### config.mk
export PLATFORM = sky130hd
export DESIGN_NAME = muldiv_sequencer
export DESIGN_NICKNAME = d
export VERILOG_FILES = /design/src/rtl/muldiv_sequencer_pkg.sv /design/src/rtl/md_div_step.sv /design/src/rtl/muldiv_sequencer.sv
export SDC_FILE = /design/constraint.sdc
export NUM_CORES = 1
export LEC_CHECK = 0
export BUFFER_PORTS_ARGS = -buffer_cell sky130_fd_sc_hd__buf_4
export CORE_UTILIZATION = 35
export CTS_CLUSTER_SIZE = 20
export DETAILED_ROUTE_END_ITERATION = 6
export HOLD_SLACK_MARGIN = 0.05
export SYNTH_ARGS = -nofsm -noshare
export SYNTH_HDL_FRONTEND = slang
export SYNTH_HIERARCHICAL = 1
export SYNTH_SLANG_ARGS = --single-unit
### constraint.sdc
create_clock -name clock -period 14.05 [get_ports clock]
set_input_delay 2.1075 -clock clock [delete_from_list [all_inputs] [get_ports clock]]
set_output_delay 2.1075 -clock clock [all_outputs]
set_load 0.02 [all_outputs]
### src/rtl/muldiv_sequencer_pkg.sv
// Shared types for the HI/LO multiply/divide sequencer: operation codes and FSM states.
package muldiv_sequencer_pkg;

  typedef enum logic [2:0] {
    MD_MULT = 3'd0,
    MD_DIV  = 3'd1,
    MD_MFHI = 3'd2,
    MD_MFLO = 3'd3,
    MD_MTHI = 3'd4,
    MD_MTLO = 3'd5
  } md_op_t;

  typedef enum logic [1:0] {
    IDLE      = 2'd0,
    DIV       = 2'd1,
    MULT_WAIT = 2'd2
  } md_state_t;

endpackage

### src/rtl/md_div_step.sv
// One unsigned restoring-division step: shift the next dividend bit into the remainder,
// subtract the divisor when it fits and shift the resulting quotient bit in.
module md_div_step #(
  parameter int WIDTH = 32
) (
  input  logic [WIDTH-1:0] rem,
  input  logic [WIDTH-1:0] q,
  input  logic [WIDTH-1:0] divisor,
  output logic [WIDTH-1:0] rem_next,
  output logic [WIDTH-1:0] q_next
);

  // The shifted remainder needs one extra bit before the compare/subtract.
  logic [WIDTH:0] shifted;
  logic [WIDTH:0] diff;

  always_comb begin
    shifted  = {rem, q[WIDTH-1]};
    diff     = shifted - {1'b0, divisor};
    q_next   = {q[WIDTH-2:0], 1'b0};
    rem_next = shifted[WIDTH-1:0];
    if (shifted >= {1'b0, divisor}) begin
      rem_next  = diff[WIDTH-1:0];
      q_next[0] = 1'b1;
    end
  end

endmodule

### src/rtl/muldiv_sequencer.sv
// Multi-cycle HI/LO controller: 1-bit/cycle restoring divider, req/ack hand-off to an external
// multiplier with timeout, HI/LO ownership and pipeline stall generation.
module muldiv_sequencer
  import muldiv_sequencer_pkg::*;
#(
  parameter int WIDTH        = 32,
  parameter int MULT_TIMEOUT = 64
) (
  input  logic             clock,
  input  logic             reset,
  input  logic             start,
  input  logic [2:0]       op,
  input  logic [WIDTH-1:0] a,
  input  logic [WIDTH-1:0] b,
  input  logic             flush,
  output logic             mult_req,
  output logic [WIDTH-1:0] mult_a,
  output logic [WIDTH-1:0] mult_b,
  input  logic             mult_ack,
  input  logic [WIDTH-1:0] product_hi,
  input  logic [WIDTH-1:0] product_lo,
  output logic [WIDTH-1:0] hi,
  output logic [WIDTH-1:0] lo,
  output logic             busy,
  output logic             stall,
  output logic             done,
  output logic             mult_err
);

  localparam int CW = $clog2(WIDTH + 1);
  localparam int TW = $clog2(MULT_TIMEOUT + 1);

  md_state_t        state;
  md_op_t           op_sel;
  logic [WIDTH-1:0] rem;
  logic [WIDTH-1:0] quo;
  logic [WIDTH-1:0] divisor;
  logic [CW-1:0]    cnt;
  logic [TW-1:0]    timer;
  logic [WIDTH-1:0] rem_next;
  logic [WIDTH-1:0] quo_next;

  assign op_sel = md_op_t'(op);
  assign busy   = (state != IDLE);
  assign stall  = busy & start;

  md_div_step #(.WIDTH(WIDTH)) u_step (
    .rem      (rem),
    .q        (quo),
    .divisor  (divisor),
    .rem_next (rem_next),
    .q_next   (quo_next)
  );

  always_ff @(posedge clock or posedge reset) begin
    if (reset) begin
      state    <= IDLE;
      hi       <= '0;
      lo       <= '0;
      mult_req <= 1'b0;
      mult_a   <= '0;
      mult_b   <= '0;
      done     <= 1'b0;
      mult_err <= 1'b0;
      rem      <= '0;
      quo      <= '0;
      divisor  <= '0;
      cnt      <= '0;
      timer    <= '0;
    end else begin
      done <= 1'b0;
      case (state)
        IDLE: begin
          // A flush in IDLE squashes whatever the pipeline presents this cycle.
          if (start && !flush) begin
            case (op_sel)
              MD_MTHI: hi <= a;
              MD_MTLO: lo <= a;
              MD_DIV: begin
                if (b == '0) begin
                  hi   <= '0;
                  lo   <= '0;
                  done <= 1'b1;
                end else begin
                  quo     <= a;
                  divisor <= b;
                  rem     <= '0;
                  cnt     <= CW'(WIDTH);
                  state   <= DIV;
                end
              end
              MD_MULT: begin
                mult_a   <= a;
                mult_b   <= b;
                mult_req <= 1'b1;
                timer    <= '0;
                state    <= MULT_WAIT;
              end
              default: ;
            endcase
          end
        end
        DIV: begin
          if (flush) begin
            state <= IDLE;
          end else begin
            rem <= rem_next;
            quo <= quo_next;
            cnt <= cnt - CW'(1);
            if (cnt == CW'(1)) begin
              lo    <= quo_next;
              hi    <= rem_next;
              done  <= 1'b1;
              state <= IDLE;
            end
          end
        end
        MULT_WAIT: begin
          // Ack is checked before the timeout so a result arriving on the last cycle is kept.
          if (flush) begin
            mult_req <= 1'b0;
            state    <= IDLE;
          end else if (mult_ack) begin
            hi       <= product_hi;
            lo       <= product_lo;
            mult_req <= 1'b0;
            done     <= 1'b1;
            state    <= IDLE;
          end else if (timer == TW'(MULT_TIMEOUT - 1)) begin
            mult_req <= 1'b0;
            mult_err <= 1'b1;
            state    <= IDLE;
          end else begin
            timer <= timer + TW'(1);
          end
        end
        default: state <= IDLE;
      endcase
    end
  end

endmodule
==> out/results.txt <==
CP Class: primary input to register
setup TNS: 0 ps
GRT Residual Overflow: 0
worst-margin pin slew: 1045 ps
core area: 38830 µm²
period utilization: 38.25%
router iterations before antenna repair: 5
DIE HEIGHT: 200.9 µm
Via density: 5.310
DP HPWL: 28.36 mm
Seq cells post-synth: 242
htree depth: 1
Comb pwr share: 59.3%
Critical Path Sink: rem[22]$_DFFE_PP0P_
CP Launch Type: primary input
Critical Path AT: 5820 ps
post-CTS setup buffers: 0
Clock Latency Late Sink: 580 ps
Final nets: 1627
clock sinks: 242
first-pass GRT wire length: 64.18 mm
Reg2Reg Depth: 15
Post-synth top cells: dfrtp_1 (242), mux2_2 (173), a22o_1 (97), o21ai_0 (58), inv_1 (55)
Synth Cell Area: 13850 µm²
most common cell in the netlist: dfrtp_1
Synth Net Count: 1430
via count: 10570
site row count: 72
ys async rst share: 100.0%
Leakage: 8.402 nW
worst reg2reg endpoint: hi[15]$_DFFE_PP0P_
vias in the first global route: 10720
Inserted Clock Buffers: 30
fin crit period: 5374 ps
RR Startpoint: divisor[11]$_DFFE_PP0P_
worst clock skew: 14.63 ps
NetSw: 2.002 mW
prevailing post-synth register cell: dfrtp_1
Avg Synthesized Cell Area: 11.04 µm²
I/O Pins: 269
DRT iter0 DRCs: 564
total wire length: 40.91 mm
RSZ-0062 raised after global routing: false
sequential share of the synthesized area: 43.73%
multiplexer share of the synthesized area: 20.57%
WL per Instance: 20.56 µm
CTS Hold Buffers Added: 0
Syn. warnings: 6
clock network fraction of total power: 15.8%
die width: 200.9 µm
CP Launch Point: b[8]
power density cells: 278.9 nW/µm²
status: finished, final reports clean
WP data required: 14500 ps
Worst setup EP type: register
Switching Share: 42.21%
fmax: 186.1 MHz
largest net degree at the start of global routing: 130
maximum vdd drop: 0.0001215 V
Reg2Reg Setup Slack: 9600 ps
Worst slew margin: 30.34%
Synth Area in Compound Gates: 15.78%
PortBufs: 268
area leader, netlist: dfrtp_1
Post-Synth XOR/XNOR Area: 1.898%
share of layout cells above drive strength 1: 36.14%
Initial Util: 35.66%
internal power: 2.741 mW
Seq pwr share: 25.0%
TritonCTS clock tree: done
post-route ant nets: 0
EDFF count, synth: 0
initial antenna violation count: 1
Distinct cells, synth: 70
Max FO, Critical Path: 56
largest family of logic cells by synthesized area: multiplexers
Post-Synth Adder-Cell Area: 3.669%
GP Congestion: 0.8385
top cell type's share of synthesized area: 43.73%
synthesis-to-finish area growth: 22.82%
DRC violations left: 0
Synth Instances: 1254
endpoints failing hold: 0
GR Util All Layers: 20.07%
synth top area cells: dfrtp_1 (44%), mux2_2 (14%), a22o_1 (6.1%)
simple-gate share of the synthesized area: 8.458%
Final setup viols: 0
die area: 40360 µm²
Hold WC Path Type: register to register
Clock Pin Slew Worst Setup and Hold Paths: 50 ps
post_cts resized: 0
root buf cell: clkbuf_16
fin util: 43.80%
diode count: 0
number of max-cap violations: 0
Final Max Tran Viols: 0
Bufs on Longest Clock Path: 3
[per-layer routing]
metal  track usage [%]  vias up  part of all wire, %
met5                 0        -                0.022
li1                  -     4958                    -
met3             3.831       47                  5.0
met4             4.662        2                  1.9
met1             27.16     5285                   46
met2             33.02      274                   47
[cell families after synthesis]
kind of cell | count (synthesis)
mux | 254
simple gates | 225
fa+ha+maj | 40
buf+inv | 166
flops | 242
xor+xnor | 30
compound gates | 297
[worst max-delay path, stage by stage]
cell,delay [ps]
buf_4,120
nor4_1,460
nand4_1,430
o2111ai_4,710
buf_4,740
nand2_2,700
mux2_1,530
[final cells by class]
type,count,area [µm²]
Clock buffer,43,879.6
Clock inverter,10,77.57
Fill cell,3741,21820
Inverter,56,217.7
Multi-Input combinational cell,846,7051
Sequential cell,242,6056
Tap cell,518,648.1
Timing Repair Buffer,275,2077
[stage by stage]
| stage | power (mW) | instance area (µm²) | setup slack [ps] | hold slack (ps) | instances |
|---|---|---|---|---|---|
| 2_1_floorplan | 3.247 | 13850 | 5298 | 468.8 | 1254 |
| 3_3_place_gp | 3.983 | 16050 | 8050 | 473.3 | 1937 |
| 3_5_place_dp | 4.020 | 16050 | 7929 | 477.4 | 1937 |
| 4_1_cts | 4.800 | 17010 | 8553 | 496.4 | 1990 |
| 5_1_grt | 5.084 | 17010 | 8404 | 511.3 | 1990 |
| 6_report | 4.743 | 17010 | 8676 | 492.4 | 1990 |
[power groups by stage]
stage | logic (mW) | registers [mW] | clock network [mW]
finish | 2.81 | 1.18 | 0.748
CTS | 2.84 | 1.19 | 0.774
floorplan | 1.91 | 1.33 | 0
global placement | 2.79 | 1.19 | 0
global route | 3.06 | 1.23 | 0.801
detailed placement | 2.82 | 1.20 | 0
[registers in the layout (all words and copies together) (netlist names)]
register and count:
divisor 32, hi 32, lo 32, mult_a 32, mult_b 32, quo 32, rem 32, timer 7
cnt 6, state 2, done 1, mult_err 1, mult_req 1
[how the worst min path moves through the flow]
stage                      startpoint                      to  depth (start not counted)
6_report           lo[16]$_DFFE_PP0P_      lo[16]$_DFFE_PP0P_                          1
5_1_grt        mult_a[22]$_DFFE_PP0P_  mult_a[22]$_DFFE_PP0P_                          1
4_1_cts            lo[16]$_DFFE_PP0P_      lo[16]$_DFFE_PP0P_                          1
3_5_place_dp       lo[14]$_DFFE_PP0P_      lo[14]$_DFFE_PP0P_                          1
3_3_place_gp       lo[11]$_DFFE_PP0P_      lo[11]$_DFFE_PP0P_                          1
2_1_floorplan     quo[31]$_DFFE_PP0P_     quo[31]$_DFFE_PP0P_                          2
[cells in the final DEF, fill, tap and decap left out, types with 4 or more instances in the layout]
master     netlist  final
buf_4           39    274
dfrtp_1        242    242
mux2_2         173    173
a22o_1          97     97
o21ai_0         58     58
inv_1           55     54
nand3_1         49     48
nand2_1         43     42
a21o_1          40     40
nor2_1          37     36
mux2i_1         36     36
mux2_1          36     36
ha_1            39     36
a21oi_1         32     32
and2_1          32     31
clkbuf_16        0     30
xnor2_1         22     22
nand4_1         14     14
nor4_1          10     10
nor3_1          10     10
mux2_4           9      9
nor2b_1          8      8
clkinv_2         0      8
clkbuf_8         0      8
xor2_1           8      8
a31oi_1          7      7
a21boi_0         7      7
o211ai_1         5      5
and3_1           5      5
a211oi_1         5      5
clkbuf_1        49      5
a31o_2           4      4
o21a_1           4      4
o21bai_1         4      4
Power figures use the tool's default switching activity.
